### src/rtl/seq_alu.sv
`default_nettype none
// ============================================================================
// Module   : seq_alu
// Purpose  : Parametrised multi-cycle signed ALU. add/sub/and/or/xor finish
//            in one cycle; mul (shift-add) and div/mod (restoring) iterate
//            one bit per cycle on operand magnitudes, with the sign fixed up
//            in a final cycle.
// Ports    : clk, rst (async, active-high)
//            start, alu_op[2:0], a[WIDTH-1:0], b[WIDTH-1:0]  - request
//            alu_out[WIDTH-1:0], done, busy                  - result/handshake
//            zero, neg, ovf, dbz                             - status flags
// Revision : 1.0 - initial release
// ============================================================================
module seq_alu #(
    parameter int WIDTH = 16,
    parameter int CNT_W = $clog2(WIDTH + 1)
) (
    input  logic             clk,
    input  logic             rst,
    input  logic             start,
    input  logic [2:0]       alu_op,
    input  logic [WIDTH-1:0] a,
    input  logic [WIDTH-1:0] b,
    output logic [WIDTH-1:0] alu_out,
    output logic             done,
    output logic             busy,
    output logic             zero,
    output logic             neg,
    output logic             ovf,
    output logic             dbz
);

    localparam logic [1:0] c_ST_IDLE = 2'd0;
    localparam logic [1:0] c_ST_RUN  = 2'd1;
    localparam logic [1:0] c_ST_FIN  = 2'd2;

    localparam logic [2:0] c_OP_ADD = 3'b000;
    localparam logic [2:0] c_OP_SUB = 3'b001;
    localparam logic [2:0] c_OP_AND = 3'b010;
    localparam logic [2:0] c_OP_OR  = 3'b011;
    localparam logic [2:0] c_OP_XOR = 3'b100;
    localparam logic [2:0] c_OP_MUL = 3'b101;
    localparam logic [2:0] c_OP_DIV = 3'b110;
    localparam logic [2:0] c_OP_MOD = 3'b111;

    localparam logic [CNT_W-1:0] c_CNT_LOAD = CNT_W'(WIDTH);
    localparam logic [CNT_W-1:0] c_CNT_ONE  = CNT_W'(1);

    localparam int c_MSB = WIDTH - 1;

    logic [1:0]         r_state;
    logic [CNT_W-1:0]   r_cnt;
    logic [2:0]         r_op;
    logic               r_sign;     // sign to apply to the magnitude result
    logic [WIDTH-1:0]   r_mag_a;
    logic [WIDTH-1:0]   r_mag_b;
    // mul: {partial product high, multiplier shifting out}
    // div: {partial remainder, dividend shifting out / quotient shifting in}
    logic [2*WIDTH-1:0] r_acc;
    logic [WIDTH-1:0]   r_out;
    logic               r_done, r_busy, r_zero, r_neg, r_ovf, r_dbz;

    // ---------------- request decode ----------------
    logic [WIDTH-1:0] w_mag_a, w_mag_b;
    logic             w_multi, w_div_zero;

    // |MIN| = 2^(WIDTH-1) still fits in WIDTH unsigned bits
    assign w_mag_a    = a[c_MSB] ? -a : a;
    assign w_mag_b    = b[c_MSB] ? -b : b;
    assign w_multi    = (alu_op == c_OP_MUL) || (alu_op == c_OP_DIV) || (alu_op == c_OP_MOD);
    assign w_div_zero = ((alu_op == c_OP_DIV) || (alu_op == c_OP_MOD)) && (b == '0);

    // ---------------- single-cycle results ----------------
    logic [WIDTH-1:0] w_sum, w_diff, w_fast_res;
    logic             w_fast_ovf, w_fast_dbz;

    assign w_sum  = a + b;
    assign w_diff = a - b;

    always_comb begin
        w_fast_res = '0;
        w_fast_ovf = 1'b0;
        w_fast_dbz = 1'b0;
        case (alu_op)
            c_OP_ADD: begin
                w_fast_res = w_sum;
                w_fast_ovf = (a[c_MSB] == b[c_MSB]) && (w_sum[c_MSB] != a[c_MSB]);
            end
            c_OP_SUB: begin
                w_fast_res = w_diff;
                w_fast_ovf = (a[c_MSB] != b[c_MSB]) && (w_diff[c_MSB] != a[c_MSB]);
            end
            c_OP_AND: w_fast_res = a & b;
            c_OP_OR:  w_fast_res = a | b;
            c_OP_XOR: w_fast_res = a ^ b;
            c_OP_DIV: begin
                w_fast_res = '1;
                w_fast_dbz = 1'b1;
            end
            c_OP_MOD: begin
                w_fast_res = a;
                w_fast_dbz = 1'b1;
            end
            default: ;
        endcase
    end

    // ---------------- iteration step ----------------
    logic [WIDTH:0] w_mul_hi, w_div_shift, w_div_trial;
    logic           w_div_ok;

    assign w_mul_hi    = {1'b0, r_acc[2*WIDTH-1:WIDTH]} + (r_acc[0] ? {1'b0, r_mag_a} : '0);
    assign w_div_shift = {r_acc[2*WIDTH-1:WIDTH], r_acc[WIDTH-1]};
    assign w_div_trial = w_div_shift - {1'b0, r_mag_b};
    assign w_div_ok    = ~w_div_trial[WIDTH];   // no borrow: divisor fits

    // ---------------- final sign fix-up ----------------
    logic [2*WIDTH-1:0] w_prod;
    logic [WIDTH-1:0]   w_quot, w_rem, w_fin_res;
    logic               w_fin_ovf;

    assign w_prod = r_sign ? -r_acc : r_acc;
    assign w_quot = r_sign ? -r_acc[WIDTH-1:0] : r_acc[WIDTH-1:0];
    assign w_rem  = r_sign ? -r_acc[2*WIDTH-1:WIDTH] : r_acc[2*WIDTH-1:WIDTH];

    always_comb begin
        w_fin_res = w_rem;
        w_fin_ovf = 1'b0;
        case (r_op)
            c_OP_MUL: begin
                w_fin_res = w_prod[WIDTH-1:0];
                // fits iff the upper half plus the result MSB are a pure sign extension
                w_fin_ovf = !((&w_prod[2*WIDTH-1:c_MSB]) || !(|w_prod[2*WIDTH-1:c_MSB]));
            end
            c_OP_DIV: begin
                w_fin_res = w_quot;
                // a positive quotient of 2^(WIDTH-1) only arises from MIN / -1
                w_fin_ovf = !r_sign && r_acc[c_MSB];
            end
            default: ;
        endcase
    end

    // ---------------- control and state ----------------
    always_ff @(posedge clk or posedge rst) begin
        if (rst) begin
            r_state <= c_ST_IDLE;
            r_cnt   <= '0;
            r_op    <= '0;
            r_sign  <= 1'b0;
            r_mag_a <= '0;
            r_mag_b <= '0;
            r_acc   <= '0;
            r_out   <= '0;
            r_done  <= 1'b0;
            r_busy  <= 1'b0;
            r_zero  <= 1'b0;
            r_neg   <= 1'b0;
            r_ovf   <= 1'b0;
            r_dbz   <= 1'b0;
        end else begin
            r_done <= 1'b0;
            case (r_state)
                c_ST_IDLE: begin
                    if (start) begin
                        if (w_multi && !w_div_zero) begin
                            r_op    <= alu_op;
                            r_mag_a <= w_mag_a;
                            r_mag_b <= w_mag_b;
                            r_sign  <= (alu_op == c_OP_MOD) ? a[c_MSB] : (a[c_MSB] ^ b[c_MSB]);
                            r_acc   <= {{WIDTH{1'b0}}, (alu_op == c_OP_MUL) ? w_mag_b : w_mag_a};
                            r_cnt   <= c_CNT_LOAD;
                            r_busy  <= 1'b1;
                            r_state <= c_ST_RUN;
                        end else begin
                            r_out  <= w_fast_res;
                            r_zero <= (w_fast_res == '0);
                            r_neg  <= w_fast_res[c_MSB];
                            r_ovf  <= w_fast_ovf;
                            r_dbz  <= w_fast_dbz;
                            r_done <= 1'b1;
                        end
                    end
                end
                c_ST_RUN: begin
                    r_cnt <= r_cnt - c_CNT_ONE;
                    if (r_op == c_OP_MUL) begin
                        r_acc <= {w_mul_hi, r_acc[WIDTH-1:1]};
                    end else begin
                        r_acc <= {(w_div_ok ? w_div_trial[WIDTH-1:0] : w_div_shift[WIDTH-1:0]),
                                  r_acc[WIDTH-2:0], w_div_ok};
                    end
                    if (r_cnt == c_CNT_ONE) begin
                        r_state <= c_ST_FIN;
                    end
                end
                c_ST_FIN: begin
                    r_out   <= w_fin_res;
                    r_zero  <= (w_fin_res == '0);
                    r_neg   <= w_fin_res[c_MSB];
                    r_ovf   <= w_fin_ovf;
                    r_dbz   <= 1'b0;
                    r_done  <= 1'b1;
                    r_busy  <= 1'b0;
                    r_state <= c_ST_IDLE;
                end
                default: r_state <= c_ST_IDLE;
            endcase
        end
    end

    assign alu_out = r_out;
    assign done    = r_done;
    assign busy    = r_busy;
    assign zero    = r_zero;
    assign neg     = r_neg;
    assign ovf     = r_ovf;
    assign dbz     = r_dbz;

endmodule
`default_nettype wire

### config.mk
export PLATFORM = sky130hd
export DESIGN_NAME = seq_alu
export DESIGN_NICKNAME = d
export VERILOG_FILES = /design/src/rtl/seq_alu.sv
export SDC_FILE = /design/constraint.sdc
export NUM_CORES = 1
export LEC_CHECK = 0
export ABC_CLOCK_PERIOD_IN_PS = 6800
export CAP_MARGIN = 20
export CORE_MARGIN = 1.5
export CORE_UTILIZATION = 25
export DETAILED_ROUTE_END_ITERATION = 8
export PLACE_DENSITY = 0.47
export SLEW_MARGIN = 0
export SYNTH_ARGS = -nofsm -noshare
export SYNTH_HDL_FRONTEND = slang
export SYNTH_SLANG_ARGS = --single-unit
### constraint.sdc
create_clock -name clk -period 6.8 [get_ports clk]
set_input_delay 1.36 -clock clk [delete_from_list [all_inputs] [get_ports clk]]
set_output_delay 1.36 -clock clk [all_outputs]
set_load 0.01 [all_outputs]
---- After elaboration in Yosys (flattened, before gate mapping) ----
Index checks and enable logic that the tools add are counted.
word-level totals
  bits in writable memories ............... 0
  bits in latches ......................... 0
  memories ................................ 0
  input port bits ......................... 38
  memory bits (read-only) ................. 0
  bits in registers ....................... 97
  output and inout bits ................... 22
  word-level logic and storage cells ...... 123
operators by class
  equal/unequal tests ..................... 20
  reductions and logical operators ........ 28
  shifts and indexed selects .............. 0
  $mul .................................... 0
  multiplexer cells ....................... 46
  $add $sub $neg .......................... 10
  bitwise operators ....................... 5
  divide/modulo/power cells ............... 0
  $lt $le $gt $ge ......................... 0
operators by type and width
  operator                                    count
  two-way mux 16 bit                          9
  two-way mux 32 bit                          4
  one-hot mux 16 bit (7 select lines)         1
  negator 16 bit                              4
  one-hot mux 16 bit (2 select lines)         2
  one-hot mux 32 bit (2 select lines)         1
  logical NOT 16 bit                          3
  negator 32 bit                              1
  equality test 3 bit, second input constant  6
  adder 16 x 16 -> 17 bit                     1
  AND reduction 17 bit                        1
  OR reduction 17 bit                         1
  subtractor 17 x 16 -> 17 bit                1
  adder 16 bit                                1
  AND 16 bit                                  1
  bitwise OR 16 bit                           1
  one-hot mux 1 bit (2 select lines)          8
  subtractor 16 bit                           1
  XOR 16 bit                                  1
  AND reduction 3 bit                         5
  two-way mux 1 bit                           14
  two-way mux 5 bit                           2
  one-hot mux 5 bit (2 select lines)          1
  != test 2 bit, second input constant        4
  19 further kinds                            35

---- Logic depth before layout (Yosys ltp) ----
  depth in word-level cells ............... 8
  gate-level depth with buffers ........... 15
  gate-level depth less buffers ........... 13

---- Worst setup path before layout ----
No wires, ideal clock.
  kind .................................... input-to-reg
  from .................................... input port a[8]
  to ...................................... register r_zero, in the netlist zero
  setup time .............................. 0.095 ns
  stages on the path ...................... 12
  required time ........................... 6.705 ns
  path buffers ............................ 1
  arrival ................................. 3.899 ns
  path slack .............................. 2.806 ns
  cells stage by stage .................... inv_1 -> ha_1 -> clkbuf_1 -> or4_1 -> a2111o_1 -> a21oi_1 -> o21ai_1 -> o41ai_2 -> o211ai_1 -> o21ai_0 -> nand2_1 -> o31ai_1
between the ends
  cells in the longest elaborated chain, start to end .. 6
  elaborated cells between the ends (all ways) .. 10
  classes of those cells .................. add/sub (2); mux (4); bitwise (3); reduce/logical (1)
RTL lines
  item                                       line  source
  from (decl)                                22    input logic [WIDTH-1:0] a,
  subtractor 16 bit (tied with other cells)  78    assign w_diff = a - b;
  one-hot mux 16 bit (7 select lines) *      84    case (alu_op)
  logical NOT 16 bit *                       177   r_zero <= (w_fast_res == '0);
  two-way mux 1 bit *                        166   if (w_multi && !w_div_zero) begin
  two-way mux 1 bit *                        165   if (start) begin
  one-hot mux 1 bit (2 select lines) *       163   case (r_state)
  to (signal assigned)                       177
  to (signal assigned)                       199   r_zero <= (w_fin_res == '0);
  to (decl)                                  61    logic r_done, r_busy, r_zero, r_neg, r_ovf, r_dbz;
Mark *: on every way between the ends. The rest lies on a longest branch, timed or not. The select of a mux whose other input is x is not followed.
A chain may end at the register's enable or synchronous reset.

---- Worst setup path after layout ----
  from .................................... input port a[10]
  to ...................................... register r_zero, in the netlist zero
Same word-level chain as after synthesis.

==> impl_metrics.yaml <==
synthesis:
  synth_top_area_share_pct: 21.9
  synth.cell_area_um2: 11000
  synthArstFlopShare_pct: 100
  synthCells: 1490
  syn_area_per_cell_um2: 7.35
  ys_seq_area_share_pct: 21.9
  yosys.area.top_type: "dfrtp_1"
  ys_ff_latch: 96
  syn_nets: 1620
  synth_edf_count: 0
  synth_warnings: 0
  synth_cell_types: 82
  ys_top_cells_by_area: "dfrtp_1, ha_1, nand2_1"
  dominantRegCellSynth: "dfrtp_1"
finish:
  drive_above_1_share_pct: 4.77
  fin_util_pct: 28.7
  layout_commonest_cell: "nand2_1"
  final_cell_mix: "nand2_1, o21ai_0, nor2_1, dfrtp_1, inv_1"
  num_antenna_cells: 0
  area_delta_synth_final_pct: 12.9
  nNetsFinal: 1614
  final_area_um2: 12400
grt:
  grt_max_degree: 71
  gr-total-overflow: 0
  antenna_found_initial: 0
  met2_usage_pct: 31.4
  grt_pass1_vias: 10700
  grt.busiest_layer: "met2"
  use_met3_pct: 1.06
  grt_use_met1_pct: 25.7
  grt_pass1_wl_um: 65200
  grt.total_usage_pct: 18.8
critical_path:
  rr_worst_depth: 11
  crit_type: "in2reg"
  worstPathRequired_ns: 7.08
  cp.depth: 12
  crit_slowest_cell: "clkdlybuf4s50_1"
  cp-end-kind: "register"
  cpPeakStageDelay_ns: 0.64
  cp.arrival_ns: 5.19
  cp-startpoint: "a[10]"
  r2r-start: "r_acc[17]"
  cpLargestDelayFamily: "compound AO/OA/AOI/OAI gates"
  crit_path_start_kind: "input port"
  critical_path.max_fanout: 16
  cp_cell_sequence: "clkdlybuf4s50_1 > inv_1 > ha_1 > or4_1 > a2111o_1 > a21oi_1 > o21ai_1 > o41ai_2 > o211ai_1 > o21ai_0 > nand2_1 > o31ai_1"
  worst-path-buf-inv: 2
routing:
  ant_nets: 0
  firstDrtPassIters: 5
  drc: 0
  wl_per_cell_um: 20.4
  wirelength_um: 42300
  drt_iter0_markers: 1147
  viasPerCell: 5.42
  routed-via-count: 11200
timing:
  skew_ns: 0.0165
  tns_ns: 0
  worst_slew_pin_slew_ns: 1.12
  finalCritPeriodShare_pct: 72.2
  slew_headroom_pct: 25.2
  report.final.slew_viol_count: 0
  period_minus_slack_ns: 4.91
  final-setup-viol-count: 0
  hold_viol: 0
  fmax_mhz: 204
  rsz0062_at_grt: "no"
worst_hold_path:
  min_path_cells: 2
  hp-class: "reg2reg"
  min_from: "r_mag_a[13]"
clock_network:
  cts_tree: "yes"
  numCtsBuffers: 9
  cts.sinks: 96
  postCtsSetupBuffers: 0
  clk_latency_ns: 0.36
  postCtsHoldBufs: 0
  cts_resized: 0
  cts.clk_slew.worst_paths_ns: 0.08
  h-tree-depth: 3
  clk_path_buf_depth: 2
  cts_root_buffer: "clkbuf_16"
power:
  swShare_pct: 52.5
  sequentialPowerShare_pct: 23.1
  p_per_area_nw_per_um2: 438
  irDropWorstVdd_mv: 0.150
  p_leak_uw: 0.00508
  p_int_uw: 2570
  power.switching_uw: 2850
  p_comb_share_pct: 67.3
  clkPwrFrac_pct: 9.5
floorplanning:
  die_h_um: 212
  row_count: 76
  initial_utilization_pct: 25.4
  dieWidth_um: 212
  io_pins: 60
  core_um2: 43200
  die_area_um2: 45100
placement:
  port_buffers: 59
  gp_congestion: 0.928
  dpl.hpwl_um: 32500
  place_area_um2: 12100
job:
  maxCapViolCount: 0
run_status:
  outcome: "finished, final reports clean"
## worst min-delay path, delay by kind of cell, from the launching register on
family,cells,cell delay (ns)
compound gates,1,0.06
simple gates,1,0.04
flops,1,0.34
## kinds of logic (layout without fill, tap and decap cells)
kind of cell / count (synthesis) / after routing / share of synthesized area, %
AND/OR/NAND/NOR: 546 / 546 / 23.8
AO/OA/AOI/OAI: 450 / 450 / 27.0
buffers and inverters: 196 / 195 / 6.86
flip-flops: 96 / 96 / 21.9
adder cells (fa/ha/maj): 92 / 92 / 10.8
XOR/XNOR: 70 / 70 / 5.59
multiplexers: 40 / 40 / 4.02
## state kept, by name, indices dropped and copies added, names as in the netlist
name	flops
r_acc	32
alu_out	16
r_mag_a	16
r_mag_b	16
r_cnt	5
r_op	3
r_state	2
busy	1
dbz	1
done	1
ovf	1
r_sign	1
zero	1
## cells in the mapped netlist (11+ instances only)
library cell	count
o21ai_0	134
nand3_1	41
mux2i_1	35
a211oi_1	27
buf_1	13
a22oi_1	13
o31ai_1	18
o211ai_1	13
nor2b_1	13
o22ai_1	11
ha_1	88
nand2_1	195
nor3_1	33
or3_1	19
xor2_1	13
nor2_1	127
nand2b_1	19
and2_1	18
nor4_1	17
xnor2_1	57
clkbuf_1	86
a21oi_1	73
dfrtp_1	96
inv_1	93
a31oi_1	32
a21o_1	12
and3_1	14
## metrics by stage
step	total power [uW]	instances	worst slack [ns]	hold slack (ns)
detailed placement	4860	2058	1.59	0.464
global placement	4830	2057	1.62	0.456
floorplan	3750	1490	2.81	0.442
finish	5420	2074	1.89	0.475
CTS	5410	2074	1.98	0.479
global route	5910	2074	1.70	0.497
## layer usage
metal,wire length [um],up-vias,share of wire (%)
met5,0,-,0
met2,19800,366,47
met1,19600,5470,46
met3,1830,52,4.3
li1,-,5358,-
met4,1160,0,2.7
## area by class of cell
type                            count  area [um2]
Multi-Input combinational cell   1198        7810
Timing Repair Buffer               86         792
Tap cell                          585         732
Inverter                           93         352
Clock inverter                      6        50.0
Sequential cell                    96        2400
Fill cell                        4756       30800
Clock buffer                       10         239
## power groups by stage
stage	Sequential [uW]	Combinational, uW	Clock [uW]
finish	1250	3650	517
global route	1290	4070	550
CTS	1250	3630	530
detailed placement	1260	3610	0
global placement	1260	3570	0
floorplan	1050	2700	0
## worst paths after layout
kind | end | slack (ns)
worst min register to register | r_mag_a[13] | 0.48
min in group asynchronous | r_mag_b[3] | 1.36
max in group asynchronous | r_acc[15] | 4.18
worst max register to register | ovf | 2.70
worst min-delay path | r_mag_a[13] | 0.48
worst max-delay path | zero | 1.89
(Power assumes the default switching activity.)
